--- config.mk ---
export PLATFORM = sky130hd
export DESIGN_NAME = dekatron_driver
export DESIGN_NICKNAME = d
export VERILOG_FILES = /design/src/rtl/dekatron_driver.sv
export SDC_FILE = /design/constraint.sdc
export NUM_CORES = 1
export LEC_CHECK = 0
export BUFFER_PORTS_ARGS = -buffer_cell sky130_fd_sc_hd__buf_2
export CAP_MARGIN = 10
export CORE_MARGIN = 2
export CORE_UTILIZATION = 48
export DETAILED_ROUTE_END_ITERATION = 6
export PLACE_DENSITY = 0.79
export SLEW_MARGIN = 15
export SYNTH_ARGS = -nofsm -noshare
export SYNTH_HDL_FRONTEND = slang
export SYNTH_SLANG_ARGS = --single-unit
--- constraint.sdc ---
create_clock -name clk -period 3.6 [get_ports clk]
set_input_delay 1.08 -clock clk [delete_from_list [all_inputs] [get_ports clk]]
set_output_delay 1.08 -clock clk [all_outputs]
set_load 0.02 [all_outputs]
--- src/rtl/dekatron_driver.sv ---
// Dekatron step driver: three P1/P2 pulses per digit step, digit/carry/borrow tracking.
// Define DEKATRON_READBACK_EN to decode the glow position from the cathode pins.
module dekatron_driver #(
  parameter int PULSE_GAP = 1,
  parameter int CATHODES  = 30
) (
  input  logic                clk,
  input  logic                reset_n,
  input  logic                cmd_valid,
  input  logic                cmd_dir,
  output logic                cmd_ready,
  output logic                P1,
  output logic                P2,
  input  logic [CATHODES-1:0] cathodes,
  output logic [3:0]          digit,
  output logic                digit_valid,
  output logic                carry,
  output logic                borrow,
  output logic                fault
);

  typedef enum logic [1:0] {
    IDLE,
    PULSE,
    GAP,
    CHECK
  } state_e;

  localparam logic [3:0] GAP_END = 4'(PULSE_GAP - 1);

  state_e     state_q, state_d;
  logic [1:0] npulse_q, npulse_d;
  logic [3:0] gap_q, gap_d;
  logic       dir_q, dir_d;
  logic [3:0] digit_q, digit_d;
  logic       valid_q, valid_d;
  logic       carry_q, carry_d;
  logic       borrow_q, borrow_d;
  logic       fault_q, fault_d;

  logic       accept;
  logic [3:0] exp_digit;
  logic       wrap_fwd;
  logic       wrap_bwd;

  assign cmd_ready   = (state_q == IDLE) & ~fault_q;
  assign accept      = cmd_valid & cmd_ready;
  assign P1          = (state_q == PULSE) & ~dir_q & ~fault_q;
  assign P2          = (state_q == PULSE) & dir_q & ~fault_q;
  assign digit       = digit_q;
  assign digit_valid = valid_q;
  assign carry       = carry_q;
  assign borrow      = borrow_q;
  assign fault       = fault_q;

  assign wrap_fwd  = ~dir_q & (digit_q == 4'd9);
  assign wrap_bwd  = dir_q & (digit_q == 4'd0);
  assign exp_digit = dir_q
    ? (wrap_bwd ? 4'd9 : digit_q - 4'd1)
    : (wrap_fwd ? 4'd0 : digit_q + 4'd1);

`ifdef DEKATRON_READBACK_EN
  logic [1:0] rb_hits;
  logic [3:0] rb_dig;
  logic       rb_main;
  logic       rb_ok;

  // Decode glow position: hit count (saturating), digit and main/guide flag.
  always_comb begin
    rb_hits = 2'd0;
    rb_dig  = 4'd0;
    rb_main = 1'b0;
    for (int i = 0; i < CATHODES; i++) begin
      if (cathodes[i]) begin
        if (rb_hits != 2'd2) rb_hits = rb_hits + 2'd1;
        rb_dig  = 4'(i / 3);
        rb_main = (i % 3) == 0;
      end
    end
  end

  assign rb_ok = (rb_hits == 2'd1) & rb_main;
`else
  logic unused_cathodes;
  assign unused_cathodes = ^cathodes;
`endif

  // Sequencer next state: pulse, gap, repeat three times, then verify.
  always_comb begin
    state_d  = state_q;
    npulse_d = npulse_q;
    gap_d    = gap_q;
    dir_d    = dir_q;
    unique case (state_q)
      IDLE: begin
        if (accept) begin
          state_d  = PULSE;
          dir_d    = cmd_dir;
          npulse_d = 2'd0;
        end
      end
      PULSE: begin
        state_d  = GAP;
        gap_d    = 4'd0;
        npulse_d = npulse_q + 2'd1;
      end
      GAP: begin
        if (gap_q == GAP_END) begin
          state_d = (npulse_q == 2'd3) ? CHECK : PULSE;
        end else begin
          gap_d = gap_q + 4'd1;
        end
      end
      CHECK: begin
        state_d  = IDLE;
        npulse_d = 2'd0;
      end
      default: state_d = IDLE;
    endcase
  end

  // Digit tracking, carry/borrow strobes and readback fault.
  always_comb begin
    digit_d  = digit_q;
    valid_d  = valid_q;
    carry_d  = 1'b0;
    borrow_d = 1'b0;
    fault_d  = fault_q;
`ifdef DEKATRON_READBACK_EN
    if (state_q == IDLE) begin
      valid_d = rb_ok;
      if (rb_ok) digit_d = rb_dig;
    end
    if (state_q == CHECK) begin
      if (!rb_ok || (rb_dig != exp_digit)) begin
        fault_d = 1'b1;
      end else begin
        digit_d  = exp_digit;
        carry_d  = wrap_fwd;
        borrow_d = wrap_bwd;
      end
    end
`else
    valid_d = 1'b1;
    fault_d = 1'b0;
    if (state_q == CHECK) begin
      digit_d  = exp_digit;
      carry_d  = wrap_fwd;
      borrow_d = wrap_bwd;
    end
`endif
  end

  // State and datapath registers, cleared asynchronously.
  always_ff @(posedge clk or negedge reset_n) begin
    if (!reset_n) begin
      state_q  <= IDLE;
      npulse_q <= 2'd0;
      gap_q    <= 4'd0;
      dir_q    <= 1'b0;
      digit_q  <= 4'd0;
      valid_q  <= 1'b0;
      carry_q  <= 1'b0;
      borrow_q <= 1'b0;
      fault_q  <= 1'b0;
    end else begin
      state_q  <= state_d;
      npulse_q <= npulse_d;
      gap_q    <= gap_d;
      dir_q    <= dir_d;
      digit_q  <= digit_d;
      valid_q  <= valid_d;
      carry_q  <= carry_d;
      borrow_q <= borrow_d;
      fault_q  <= fault_d;
    end
  end

endmodule

==> results of run 1 <==
==> flip-flops by register name, summed over array words and instances, names as in the netlist <==
name	count
digit	4
gap_q	4
npulse_q	2
state_q	2
borrow	1
carry	1
digit_valid	1
dir_q	1
==> kinds of logic (layout without fill, tap and decap cells) <==
kind of cell	after synthesis	in the layout	synth area share [%]
DFF	16	16	42.8
buffers and inverters	13	25	6.15
adders and majority gates	7	7	9.36
AOI/OAI and AO/OA	25	25	17.0
and+or+nand+nor	33	33	18.4
muxes	4	4	4.55
other	2	2	0.802
xor gates and xnor gates	1	1	0.936
==> critical path, delay by kind of cell, from the launching register on <==
kind	cells	cell delay, ns
flip-flops	1	0.47
buffers and inverters	2	0.48
AND/OR/NAND/NOR	2	0.28
==> cell usage after synthesis (2+ instances only) <==
| cell | number |
|---|---|
| inv_1 | 8 |
| nor3_1 | 3 |
| o22ai_1 | 3 |
| a21oi_1 | 7 |
| conb_1 | 2 |
| nor2b_1 | 2 |
| clkbuf_1 | 2 |
| nor2_1 | 9 |
| buf_4 | 2 |
| nor4_1 | 2 |
| o211ai_1 | 2 |
| nand2_1 | 9 |
| a22oi_1 | 3 |
| mux2i_1 | 2 |
| o21ai_0 | 5 |
| mux2_2 | 2 |
| ha_1 | 7 |
| dfrtp_1 | 16 |
==> final cells by class <==
cell class | count | share of cell area [%]
Multi-Input combinational cell | 72 | 45.9
Sequential cell | 16 | 38.5
Timing Repair Buffer | 13 | 6.25
Clock buffer | 4 | 3.49
Tap cell | 25 | 3.00
Inverter | 8 | 2.88
==> stage by stage <==
stage               cells  hold WS, ns  instance area [um2]  util, %
floorplan             101        0.464                  936        -
global placement      134        0.480                 1000     56.4
detailed placement    134        0.499                 1000     56.4
CTS                   138        0.515                 1040     58.4
global route          138        0.534                 1040     58.4
finish                138        0.512                 1040     58.4
==> power by group through the flow <==
stage,logic [W],registers [W],clock network (W)
final,0.000330,0.000325,0.000115
after CTS,0.000332,0.000322,0.000117
after floorplan,0.000273,0.000300,0
after global placement,0.000318,0.000320,0
after global routing,0.000372,0.000337,0.000125
after detailed placement,0.000331,0.000325,0
==> routing by layer <==
metal / GRT usage, % / vias up
li1: - / 375
met1: 23.9 / 347
met2: 28.7 / 22
met3: 4.81 / 4
met4: 5.95 / 0
met5: 0 / -
==> final timing paths <==
kind                               endpoint  slack, ns        start  cells past startpoint
worst max-delay path                     P1       1.02   state_q[1]                      4
min in group asynchronous          gap_q[2]       0.69      reset_n                      1
worst max register to register     digit[1]       1.96     digit[0]                      6
max in group asynchronous        state_q[0]       2.66      reset_n                      1
worst min-delay path            npulse_q[0]       0.51  npulse_q[0]                      1
worst min register to register  npulse_q[0]       0.51  npulse_q[0]                      1
==> placed cells by master (no fill, tap or decap), drive strengths merged <==
master   n
or2      1
nand2    9
and3b    1
a22oi    3
buf     13
o21ai    6
nor3     3
nor2     9
nor4     2
xnor2    1
or3b     1
clkbuf   4
mux2     2
a32o     1
inv      8
a21oi    7
and3     1
and2     1
conb     2
nor3b    2
o211ai   2
dfrtp   16
a221o    1
o22ai    3
nor2b    2
nand3    1
a221oi   1
mux2i    2
a211o    1
ha       7
==> impl_metrics.csv, run 1 <==
group,metric,value,unit
status,status,"completed",
placement,port_buffers,13,
route,via_count,748,
route,routed.top_layer,"met4",
logic_synthesis,syn_inst,101,
worst_setup_path,crit_chain,"inv_1, nand2_1, nor2_1, buf_2",
global_route,grt_start_max_net_pins,17,
worst_setup_path,crit_fanout,12,
worst_setup_path,slowest_stage,"dfrtp_1",
logic_synthesis,post_synth_instance_area,936,um2
logic_synthesis,ys_ff_latch,16,
worst_hold_path,worstHoldPathType,"reg -> reg",
route,dr_wl_met3,87,um
floorplanning,die_w,48.2,um
global_route,grt-ovfl-total,0,
cells_and_area,register_area,400,um2
logic_synthesis,avgSynthCellArea,9.27,um2
floorplanning,coreArea,1780,um2
logic_synthesis,ys_seq_area_share,42.8,%
clocking,clock-sinks,16,
worst_setup_path,max_stage_delay,0.47,ns
power_and_ir_drop,combPwrFrac,42.9,%
worst_setup_path,cp.arrival,1.50,ns
clocking,cts_tree,"yes",
power_and_ir_drop,p_leak,0.488,nW
logic_synthesis,synthesis.nets,142,
cells_and_area,fillers,154,
timing,worst_slack,1.02,ns
global_route,grt_pass1_wl,2890,um
logic_synthesis,ys.flop_type,"dfrtp_1",
timing,setup_tns,0,ns
worst_setup_path,crit_required,2.52,ns
floorplanning,io_pins,45,
worst_setup_path,critPathCaptureType,"primary output",
timing,finalSetupViolations,0,
clocking,htree_levels,1,
cells_and_area,layout-area-overhead-vs-synth,11.2,%
route,drc,0,
logic_synthesis,synth_top_cell_area_share,42.8,%
route,met2_length,834,um
timing,timing.final.max_slew_violations,0,
logic_synthesis,yosys_warnings,0,
floorplanning,rows,15,
global_route,antenna_found_initial,0,
power_and_ir_drop,p_per_area,740,nW/um2
route,post_drt_wl_per_cell,12.9,um
floorplanning,die_h,48.2,um
logic_synthesis,synth_area_leaders,"dfrtp_1 (43%), ha_1 (9.4%), a21oi_1 (3.7%)",
placement,post-dp-hpwl,1230,um
timing,skew,0.00575,ns
power_and_ir_drop,power_switching,0.000344,W
logic_synthesis,synth_top_area_cell,"dfrtp_1",
clocking,numCtsBuffers,3,
clocking,clk_latency,0.28,ns
cells_and_area,multi_input_area,478,um2
cells_and_area,antenna_cells,0,
floorplanning,dieArea,2320,um2
clocking,clkSlewWorstSetupHoldPaths,0.08,ns
logic_synthesis,synth-async-reset-ratio,100,%
timing,finalCritPeriodShare,71.8,%
power_and_ir_drop,p_clk_share,14.9,%
worst_setup_path,path_class,"reg -> out",
logic_synthesis,synth_edf_count,0,
clocking,holdBufCountCts,0,
timing,finalCriticalPeriod,2.58,ns
power_and_ir_drop,vdd_drop_max,0.000428,V
clocking,ctsLongestPathBuffers,2,
cells_and_area,layout-drive-gt1-share,19.5,%
placement,gp_congestion,0.768,
clocking,cts_root_buffer,"clkbuf_4",
timing,hold_viol_final,0,
placement,pre_cts_ws,1.35,ns
global_route,grt_usage,18.0,%
timing,max_freq,387,MHz
power_and_ir_drop,p_int,0.000427,W
job,max_cap_viol_count,0,
power_and_ir_drop,switching_share,44.6,%
power_and_ir_drop,seq_power_share,42.2,%
floorplanning,start_util,52.5,%
worst_setup_path,worst_setup_path_start_kind,"flop",
global_route,grt_pass1_vias,691,
route,ant_nets,0,
power_and_ir_drop,power.total,0.000771,W
route,postRouteWirelength,1780,um
cells_and_area,final_net_count,155,
clocking,cts_repair_resize_count,0,
route,dr.pass1.iters,4,
timing,rsz0062_at_grt,"false",
logic_synthesis,yosysUniqueCellTypes,33,
route,first_iter_violations,23,
route,viasPerCell,5.42,
route,wl_met1,849,um
clocking,post_cts.repair.setup_buffers,0,
Note: power is estimated with default switching activity, not from simulation.
==> inputs of run 2 (changes only) <==
Settings changed: CORE_UTILIZATION 48 to 45, PLACE_DENSITY 0.79 to 0.74.
Clock period 3.6 ns to 2.65 ns, I/O delays scaled along.
==> run 2 against run 1 <==
Compared with the run above: hold slack lost 0.10 ns; register-to-register slack worse by 0.93 ns; first-iteration DRC count fell by 43%.
==> impl_metrics.csv, run 2 (synthesis gave the netlist of run 1 again) <==
group,metric,value,unit
status,status,"completed",
timing,finalCriticalPeriod,2.26,ns
clocking,post_cts.repair.setup_buffers,0,
cells_and_area,final_net_count,155,
clocking,cts_repair_resize_count,0,
timing,setup_tns,0,ns
timing,finalSetupViolations,0,
cells_and_area,layout-drive-gt1-share,19.5,%
cells_and_area,layout-area-overhead-vs-synth,11.5,%
route,viasPerCell,5.44,
cells_and_area,final_cell_mix,"dfrtp_1 (16), buf_2 (13), nor2_1 (9), nand2_1 (9), inv_1 (8)",
cells_and_area,final_common_cell,"dfrtp_1",
route,postRouteWirelength,1710,um
floorplanning,dieArea,2460,um2
worst_setup_path,worst_setup_path_start_kind,"flop",
worst_setup_path,crit_required,1.86,ns
clocking,cts_root_buffer,"clkbuf_4",
global_route,grt_pass1_wl,3050,um
timing,hold_viol_final,0,
timing,max_freq,442,MHz
route,post_drt_wl_per_cell,12.2,um
floorplanning,io_pins,45,
route,dr.pass1.iters,4,
placement,port_buffers,13,
worst_setup_path,path_class,"reg -> out",
power_and_ir_drop,vdd_drop_max,0.000634,V
timing,holdWs,0.409,ns
clocking,htree_levels,1,
cells_and_area,fin_util,53.2,%
clocking,cts_tree,"yes",
route,ant_nets,0,
route,first_iter_violations,13,
global_route,grt_start_max_net_pins,17,
worst_setup_path,crit_fanout,12,
route,drc,0,
timing,rsz0062_at_grt,"false",
route,via_count,762,
placement,post-dp-hpwl,1180,um
cells_and_area,fillers,196,
floorplanning,die_h,49.6,um
floorplanning,die_w,49.6,um
clocking,clock-sinks,16,
floorplanning,coreArea,1960,um2
floorplanning,rows,16,
clocking,clk_latency,0.28,ns
floorplanning,start_util,47.7,%
timing,finalCritPeriodShare,85.3,%
timing,skew,0.000496,ns
power_and_ir_drop,p_per_area,998,nW/um2
global_route,grt_usage,15.9,%
global_route,grt-ovfl-total,0,
clocking,clkSlewWorstSetupHoldPaths,0.09,ns
global_route,antenna_found_initial,0,
cells_and_area,antenna_cells,0,
worst_hold_path,worstHoldPathType,"in -> async",
cells_and_area,register_area,400,um2
clocking,holdBufCountCts,0,
worst_setup_path,critPathCaptureType,"primary output",
cells_and_area,multi_input_area,478,um2
job,max_cap_viol_count,0,
timing,timing.final.max_slew_violations,0,
power_and_ir_drop,p_leak,0.488,nW
placement,gp_congestion,0.822,
clocking,ctsLongestPathBuffers,2,
clocking,numCtsBuffers,3,
worst_setup_path,cp.arrival,1.47,ns
global_route,grt_pass1_vias,718,
## run 2: cell counts in the layout (fill, tap and decap cells not counted)
Identical to the previous run, type by type.
## run 2: final timing paths
kind,slack (ns),depth (start not counted),startpoint,endpoint
max in group asynchronous,1.98,1,reset_n,carry
min in group clk,0.51,1,npulse_q[1],npulse_q[1]
max,0.39,4,state_q[1],P1
min,0.41,1,reset_n,digit[0]
min reg2reg,0.51,1,npulse_q[1],npulse_q[1]
max reg2reg,1.03,6,digit[0],digit[1]
## run 2: metrics by stage
stage / area [um2] / setup WS [ns] / total power [W] / std cells
floorplan: 936 / 0.740 / 0.000779 / 101
global placement: 1010 / 0.710 / 0.000869 / 136
detailed placement: 1010 / 0.695 / 0.000885 / 136
CTS: 1040 / 0.363 / 0.00105 / 140
global route: 1040 / 0.222 / 0.00113 / 140
finish: 1040 / 0.389 / 0.00104 / 140
## run 2: where the power goes
part	switching (W)	internal, W	leakage [nW]
clock	0.0000744	0.0000836	0.0210
combinational	0.000259	0.000188	0.265
sequential	0.000127	0.000308	0.202
## run 2: final cells by class
cell class / instances / area share [%]
inverters: 8 / 2.88
multi-input cells: 72 / 45.8
repair buffers: 13 / 6.24
clock buffers: 4 / 3.48
flip-flops and latches: 16 / 38.4
well taps: 27 / 3.24
## run 2: per-layer routing
layer	routed length, um	share of wire (%)	global-route usage (%)
met2	867	51	26.2
met1	754	44	19.9
met3	75	4.4	4.85
met4	10	0.59	5.09
met5	0	0	0
## run 2: critical path: stages (launching register included)
cell	delay (ns)
dfrtp_1	0.48
inv_1	0.30
nand2_1	0.14
nor2_1	0.10
buf_2	0.17
==> inputs of run 3 (changes only) <==
--- a/config.mk
+++ b/config.mk
@@ -9,6 +9,8 @@
 export CAP_MARGIN = 10
+export CELL_PAD_IN_SITES_DETAIL_PLACEMENT = 0
+export CELL_PAD_IN_SITES_GLOBAL_PLACEMENT = 2
 export CORE_MARGIN = 2
-export CORE_UTILIZATION = 45
+export CORE_UTILIZATION = 25
 export DETAILED_ROUTE_END_ITERATION = 6
-export PLACE_DENSITY = 0.74
+export PLACE_DENSITY = 0.73
 export SLEW_MARGIN = 15
--- a/constraint.sdc
+++ b/constraint.sdc
@@ -3,2 +3,2 @@
 set_output_delay 0.795 -clock clk [all_outputs]
-set_load 0.02 [all_outputs]
+set_load 0.005 [all_outputs]
==> run 3 against run 2 <==
Compared with the run above: clock skew is 0.0038 ns higher; combinational power shrank 14%; register-to-register slack better by 0.04 ns; power fell by 3.5%; sequential share of layout area fell by 1.1 points; sequential power is 1% higher; clock power increased by 12%; worst setup slack better by 0.047 ns; design area increased by 3.0%; cell count increased by 14%; core utilization fell by 24 points; critical path type unchanged; largest cell class unchanged; highest routed layer unchanged.
==> impl_metrics.csv, run 3 (synthesis gave the netlist of run 1 again) <==
group,metric,value,unit
status,status,"completed",
timing,skew,0.00427,ns
timing,holdWs,0.462,ns
floorplanning,rows,22,
clocking,cts_tree,"yes",
clocking,cts_root_buffer,"clkbuf_8",
global_route,grt-ovfl-total,0,
power_and_ir_drop,vdd_drop_max,0.000414,V
floorplanning,die_h,65.2,um
placement,port_buffers,13,
worst_setup_path,path_class,"reg -> out",
route,ant_nets,0,
clocking,post_cts.repair.setup_buffers,0,
floorplanning,io_pins,45,
placement,gp_congestion,0.726,
cells_and_area,final_common_cell,"dfrtp_1",
global_route,grt_usage,9.66,%
cells_and_area,antenna_cells,0,
clocking,cts_repair_resize_count,0,
cells_and_area,layout-area-overhead-vs-synth,14.8,%
power_and_ir_drop,power_switching,0.000408,W
timing,setup_tns,0,ns
floorplanning,coreArea,3630,um2
route,postRouteWirelength,1840,um
floorplanning,start_util,25.8,%
route,first_iter_violations,20,
cells_and_area,final_net_count,155,
clocking,clock-sinks,16,
global_route,grt_pass1_vias,706,
power_and_ir_drop,seq_power_share,43.8,%
job,max_cap_viol_count,0,
worst_setup_path,worst_setup_path_start_kind,"flop",
worst_setup_path,crit_required,1.86,ns
clocking,htree_levels,1,
power_and_ir_drop,p_clk_share,17.6,%
worst_setup_path,crit_fanout,12,
route,dr.pass1.iters,4,
clocking,ctsLongestPathBuffers,2,
timing,timing.final.max_slew_violations,0,
timing,hold_viol_final,0,
power_and_ir_drop,combPwrFrac,38.6,%
route,post_drt_wl_per_cell,11.5,um
cells_and_area,fillers,422,
timing,finalCritPeriodShare,83.5,%
cells_and_area,final_cell_mix,"dfrtp_1 (16), buf_2 (13), nor2_1 (9), nand2_1 (9), inv_1 (8)",
floorplanning,dieArea,4250,um2
timing,finalCriticalPeriod,2.21,ns
timing,rsz0062_at_grt,"false",
power_and_ir_drop,p_leak,0.489,nW
power_and_ir_drop,p_int,0.000596,W
global_route,grt_pass1_wl,3210,um
power_and_ir_drop,p_per_area,934,nW/um2
global_route,antenna_found_initial,0,
timing,finalSetupViolations,0,
clocking,clk_latency,0.24,ns
clocking,clkSlewWorstSetupHoldPaths,0.06,ns
cells_and_area,layout-drive-gt1-share,18.8,%
placement,place_inst,157,
power_and_ir_drop,switching_share,40.6,%
route,drc,0,
cells_and_area,final_cells,160,
clocking,numCtsBuffers,3,
global_route,grt_start_max_net_pins,17,
clocking,holdBufCountCts,0,
timing,max_freq,452,MHz
worst_setup_path,cp.arrival,1.42,ns
worst_setup_path,critPathCaptureType,"primary output",
route,via_count,747,
worst_hold_path,worstHoldPathType,"in -> async",
floorplanning,die_w,65.2,um
placement,post-dp-hpwl,1360,um
route,viasPerCell,4.67,
run 3: changes by cell type in the layout (fill, tap and decap cells not counted), sizes merged:
cell / change
clkbuf: -1
run 3: metrics by stage:
step / cell area [um2] / util [%] / total power (W) / setup slack (ns)
CTS: 1070 / 29.6 / 0.00102 / 0.434
global placement: 1030 / 28.4 / 0.000828 / 0.708
finish: 1070 / 29.6 / 0.00100 / 0.436
floorplan: 936 / - / 0.000721 / 0.924
global route: 1070 / 29.6 / 0.00110 / 0.316
detailed placement: 1030 / 28.4 / 0.000836 / 0.706
run 3: final cells by class:
class / instances / area, um2 / share of cell area [%]
well taps: 48 / 60.1 / 5.59
flip-flops and latches: 16 / 400 / 37.3
inverters: 8 / 30.0 / 2.79
multi-input cells: 72 / 478 / 44.5
repair buffers: 13 / 65.1 / 6.05
clock buffers: 3 / 41.3 / 3.84
run 3: worst max-delay path: stages, from the launching register on:
cell	delay (ns)
dfrtp_1	0.47
inv_1	0.32
nand2_1	0.15
nor2_1	0.12
buf_2	0.12
run 3: final timing paths:
check / start / endpoint / slack, ns / cells after the start
setup / recovery: state_q[1] / P1 / 0.44 / 4
hold / removal: reset_n / digit[2] / 0.46 / 1
setup reg to reg: digit[0] / digit[1] / 1.07 / 6
hold reg to reg: npulse_q[1] / npulse_q[1] / 0.50 / 1
max in group asynchronous: reset_n / gap_q[2] / 1.92 / 1
min in group clk: npulse_q[1] / npulse_q[1] / 0.50 / 1
run 3: power by group through the flow:
stage | logic, W | clock network (W) | registers (W)
finish | 0.000387 | 0.000177 | 0.000440
detailed placement | 0.000391 | 0 | 0.000445
global placement | 0.000385 | 0 | 0.000443
CTS | 0.000393 | 0.000184 | 0.000440
floorplan | 0.000344 | 0 | 0.000377
global route | 0.000447 | 0.000194 | 0.000460
run 3: per-layer routing:
| layer | global-route usage (%) | up-vias | share of wire (%) |
|---|---|---|---|
| li1 | - | 373 | - |
| met1 | 13.5 | 363 | 52 |
| met2 | 14.4 | 9 | 44 |
| met3 | 2.05 | 2 | 2.7 |
| met4 | 3.91 | 0 | 1.4 |
| met5 | 0 | - | 0 |
